$ cat src/rtl/mem_arbiter.sv
// mem_arbiter: two-port (icache/dcache) arbiter onto a single RAM port, dcache bursts of BURST_LEN words.
// Optional macro ARB_ROUND_ROBIN_EN: alternate priority between requesters instead of fixed dcache priority.
`default_nettype none

module mem_arbiter #(
  parameter int BURST_LEN = 2
) (
  input  logic        CLK,
  input  logic        nRST,
  input  logic        iREN,
  input  logic [31:0] iaddr,
  output logic        iwait,
  output logic [31:0] iload,
  input  logic        dREN,
  input  logic        dWEN,
  input  logic [31:0] daddr,
  input  logic [31:0] dstore,
  output logic        dwait,
  output logic [31:0] dload,
  output logic        ramREN,
  output logic        ramWEN,
  output logic [31:0] ramaddr,
  output logic [31:0] ramstore,
  input  logic [31:0] ramload,
  input  logic        ram_ready
);

  localparam int BW = $clog2(BURST_LEN + 1);
  localparam logic [BW-1:0] LAST_BEAT = BW'(BURST_LEN - 1);

  localparam logic [1:0] IDLE   = 2'd0;
  localparam logic [1:0] DGRANT = 2'd1;
  localparam logic [1:0] IGRANT = 2'd2;

  logic [1:0]    state_q, state_d;
  logic [BW-1:0] beat_q, beat_d;
  logic          dreq;

  assign dreq = dREN | dWEN;

`ifdef ARB_ROUND_ROBIN_EN
  // prio_q=1 means dcache was served last, so icache wins a tie
  logic prio_q, prio_d;

  always_ff @(posedge CLK or negedge nRST) begin
    if (!nRST) prio_q <= 1'b0;
    else       prio_q <= prio_d;
  end
`endif

  always_ff @(posedge CLK or negedge nRST) begin
    if (!nRST) begin
      state_q <= IDLE;
      beat_q  <= '0;
    end else begin
      state_q <= state_d;
      beat_q  <= beat_d;
    end
  end

  always_comb begin
    state_d = state_q;
    beat_d  = beat_q;
`ifdef ARB_ROUND_ROBIN_EN
    prio_d  = prio_q;
`endif
    case (state_q)
      IDLE: begin
`ifdef ARB_ROUND_ROBIN_EN
        if (dreq && !(iREN && prio_q)) begin
`else
        if (dreq) begin
`endif
          state_d = DGRANT;
          beat_d  = '0;
        end else if (iREN) begin
          state_d = IGRANT;
        end
      end
      DGRANT: begin
        if (ram_ready) beat_d = beat_q + BW'(1);
        if (!dreq || (ram_ready && beat_q == LAST_BEAT)) begin
          state_d = IDLE;
`ifdef ARB_ROUND_ROBIN_EN
          prio_d  = 1'b1;
`endif
        end
      end
      IGRANT: begin
        if (ram_ready || !iREN) begin
          state_d = IDLE;
`ifdef ARB_ROUND_ROBIN_EN
          prio_d  = 1'b0;
`endif
        end
      end
      default: state_d = IDLE;
    endcase
  end

  // Strobes follow the live request so a dropped request releases the RAM this cycle
  always_comb begin
    ramREN   = 1'b0;
    ramWEN   = 1'b0;
    ramaddr  = '0;
    ramstore = '0;
    iload    = '0;
    dload    = '0;
    iwait    = iREN;
    dwait    = dreq;
    case (state_q)
      DGRANT: begin
        ramaddr  = daddr;
        ramstore = dstore;
        ramWEN   = dWEN;
        ramREN   = dREN & ~dWEN;
        dwait    = ~ram_ready;
        dload    = ramload;
      end
      IGRANT: begin
        ramaddr = iaddr;
        ramREN  = iREN;
        iwait   = ~ram_ready;
        iload   = ramload;
      end
      default: ;
    endcase
  end

endmodule

`default_nettype wire

$ cat config.mk
export PLATFORM = sky130hd
export DESIGN_NAME = mem_arbiter
export DESIGN_NICKNAME = d
export VERILOG_FILES = /design/src/rtl/mem_arbiter.sv
export SDC_FILE = /design/constraint.sdc
export NUM_CORES = 1
export LEC_CHECK = 0
export BUFFER_PORTS_ARGS = -buffer_cell sky130_fd_sc_hd__buf_2
export CAP_MARGIN = 20
export CORE_AREA = 8 8 96 98
export DETAILED_ROUTE_END_ITERATION = 10
export DIE_AREA = 0 0 104 106
export PLACE_DENSITY = 0.66
export SLEW_MARGIN = 20
export SYNTH_ARGS = -nofsm -noshare
export SYNTH_HDL_FRONTEND = slang
export SYNTH_SLANG_ARGS = --single-unit
$ cat constraint.sdc
create_clock -name CLK -period 3.5 [get_ports CLK]
set_input_delay 0.7 -clock CLK [delete_from_list [all_inputs] [get_ports CLK]]
set_output_delay 0.7 -clock CLK [all_outputs]
set_load 0.01 [all_outputs]
==> run metrics <==
Chip Width about 100 um; die area roughly 0.011 sq mm; flops & latches, synth 4; Hold Path Class primary input to async pin; max_cap viols 0; Mapped Cells 228; post-synth design cell area approximately 0.0016 sq mm; Stages on worst setup path 6; CTS tree yes; pwr dens 661 mW/mm^2; Reg2Reg Setup Slack approximately 1.3 ns; worst path required time between 2 and 3 ns; critical path type flop to output pin; Placer Congestion 0.808; Worst-Skew Late Latency ~0.21 ns; GRT Overall Usage 14.8%; nets 615; RSZ-0062 raised after global routing false; kind of start point of the critical path flop; status completed; Setup-failing EPs final 0; vias in the first global route between 2,000 and 3,000; CP arrival roughly 2.1 ns; CTS H-tree lvls 1; I/O pin cnt around 270; antenna cells 0; Overflow after GRT 0; via count ~2,500; Pins Over Slew Limit 0; Max Fclk 0.352 GHz; final hold violations 0; 1st-iter DRT viols around 120; Max IR drop VDD between 0.4 and 0.5 mV; leakage between 1.5 and 2 nW; Crit. End Element output pin; die extent in y 106 um; Netlist cell types 32; largest net degree at the start of global routing between 50 and 60; worst path cell trace inv_1 -> ha_2 -> buf_4 -> a22oi_1 -> nor2b_1 -> buf_2; Synth area leaders and2_1 (39%), a22oi_1 (16%), nor2b_1 (13%); CP delay by family, top buffers and inverters; part of the cycle the worst path needs 81.2%; first-pass GRT wire length between 10,000 and 15,000 um; Filler cells about 840; total clock sinks 4; Reg clk slew, reported paths 0.03 ns; area of the multi-input gates about 0.0013 sq mm; PostCTS Resize Cnt 0; Final ANT Viol Nets 0; CTS Root Cell clkbuf_8; Worst Tran Pin Value 0.775 ns; Post-Route Setup TNS 0 ns; area share of the largest cell type after synthesis approximately 39%; starting density of the core 20.0%; worst-path fanout max 38; DP HPWL between 7000 and 8000 um; post-synth net total ~370; CTS max path bufs 2; DRC 0; Avg Inst Size Synth 6.90 sq um; Worst Reg2Reg Path Length in Cells 6; Post-CTS Setup Bufs 0; final WL roughly 9100 um; fin crit period 2.84 ns; ratio of cells with drive above 1 in the final layout 58.3%; Detailed Routing Iterations Pass 1 4; Layout area overhead 88.8%; Reg area 100 sq um; # hold bufs at CTS 0; antenna violations before repair 1; sum of buffers and inverters on the critical path 3; Final Skew around 0.0011 ns; Core Region about 0.008 sq mm; port buffer count about 270; sequential share of the synthesized area under 10%; Post-Route Utilization a little under two fifths; Worst slew margin around half; Critical-path top delay cell ha_2; drt wl/cell ~16 um; vias per inst 4.37; number of CTS-inserted buffers 3; max incr delay on CP 0.55 ns; Warnings, synthesis 0; cell taking the most area after synthesis and2_1; standard-cell rows 33
## cell families (layout without fill, tap and decap cells)
family                   Yosys count  count (layout)  synth area share, %
adder cells (fa/ha/maj)            4               4                 3.18
flip-flops                         4               4                 6.36
buffers and inverters             27             274                 8.99
AND/OR/NAND/NOR                  146             146                 58.8
AO/OA/AOI/OAI                     47              47                 22.7
## synthesized netlist by cell type
master / count
a21boi_0: 1
a21o_1: 1
a21oi_1: 4
a221o_1: 1
a22o_1: 1
a22oi_1: 33
and2_1: 97
and3b_1: 1
buf_2: 8
buf_4: 4
buf_6: 1
clkbuf_1: 5
clkbuf_2: 6
dfrtp_1: 4
ha_1: 4
inv_1: 3
nand2_1: 1
nand2b_1: 3
nand3_1: 1
nand3b_1: 2
nand3b_4: 1
nor2_1: 2
nor2b_1: 33
nor3_1: 2
nor3b_1: 1
nor4b_1: 1
o211a_1: 1
o211ai_1: 2
o21ai_0: 1
o21ai_2: 1
o311ai_2: 1
or2_2: 1
## final timing paths
check / from / to
max: state_q[0] / ramaddr[5]
min: nRST / state_q[1]
max reg2reg: state_q[0] / state_q[0]
min reg2reg: state_q[0] / state_q[0]
max in group asynchronous: nRST / beat_q[1]
min in group CLK: state_q[0] / state_q[0]
## layout by cell type, fill, tap and decap left out
master and count:
a22oi_1 33, nor3_1 2, nand2_1 1, nand3_1 1, nand3b_4 1, nor3b_1 1
o21ai_2 1, ha_2 2, nor2_1 2, nor2b_1 33, nand3b_1 2, a21boi_0 1
nand2b_1 3, a221o_1 1, clkbuf_8 3, a21oi_1 4, a21o_1 1, and3b_1 1
o211a_1 1, o311ai_2 1, buf_4 3, nor4b_1 1, buf_2 265, o211ai_1 2
a22o_1 1, o21ai_0 1, inv_1 3, ha_1 2, or2_2 1, dfrtp_1 4
and2_1 97
## layer usage
metal | share of wire, % | vias to the layer above | GRT usage [%]
met4 | 0.42 | 2 | 2.17
met1 | 39 | 1130 | 15.7
li1 | - | 1254 | -
met3 | 9.6 | 6 | 5.99
met2 | 51 | 144 | 27.5
met5 | 0.14 | - | 0
## power by group
part	internal [W]	switching [W]
clock	0.0000730	0.0000209
sequential	0.0000651	0.0000176
combinational	0.000807	0.000978
## area by class of cell
class | instances | area share [%]
clock buffer | 3 | 1.39
inverter | 3 | 0.379
multi-input combinational | 197 | 45.0
sequential | 4 | 3.37
tap | 105 | 4.42
timing repair buffer | 268 | 45.4
## state kept, by name, summed over array words and instances (netlist names)
register,count
beat_q,2
state_q,2
## stage by stage
step           setup WS (ns)  instances  hold slack [ns]  cell area (sq um)  power, W
6_report               0.658        580            0.289               2970   0.00196
5_1_grt                0.455        580            0.288               2970   0.00215
4_1_cts                0.634        580            0.289               2970   0.00199
3_5_place_dp           0.857        577            0.515               2930   0.00189
3_3_place_gp           0.965        577            0.510               2930   0.00186
2_1_floorplan           1.53        228            0.404               1570   0.00125
Power figures use the tool's default switching activity.
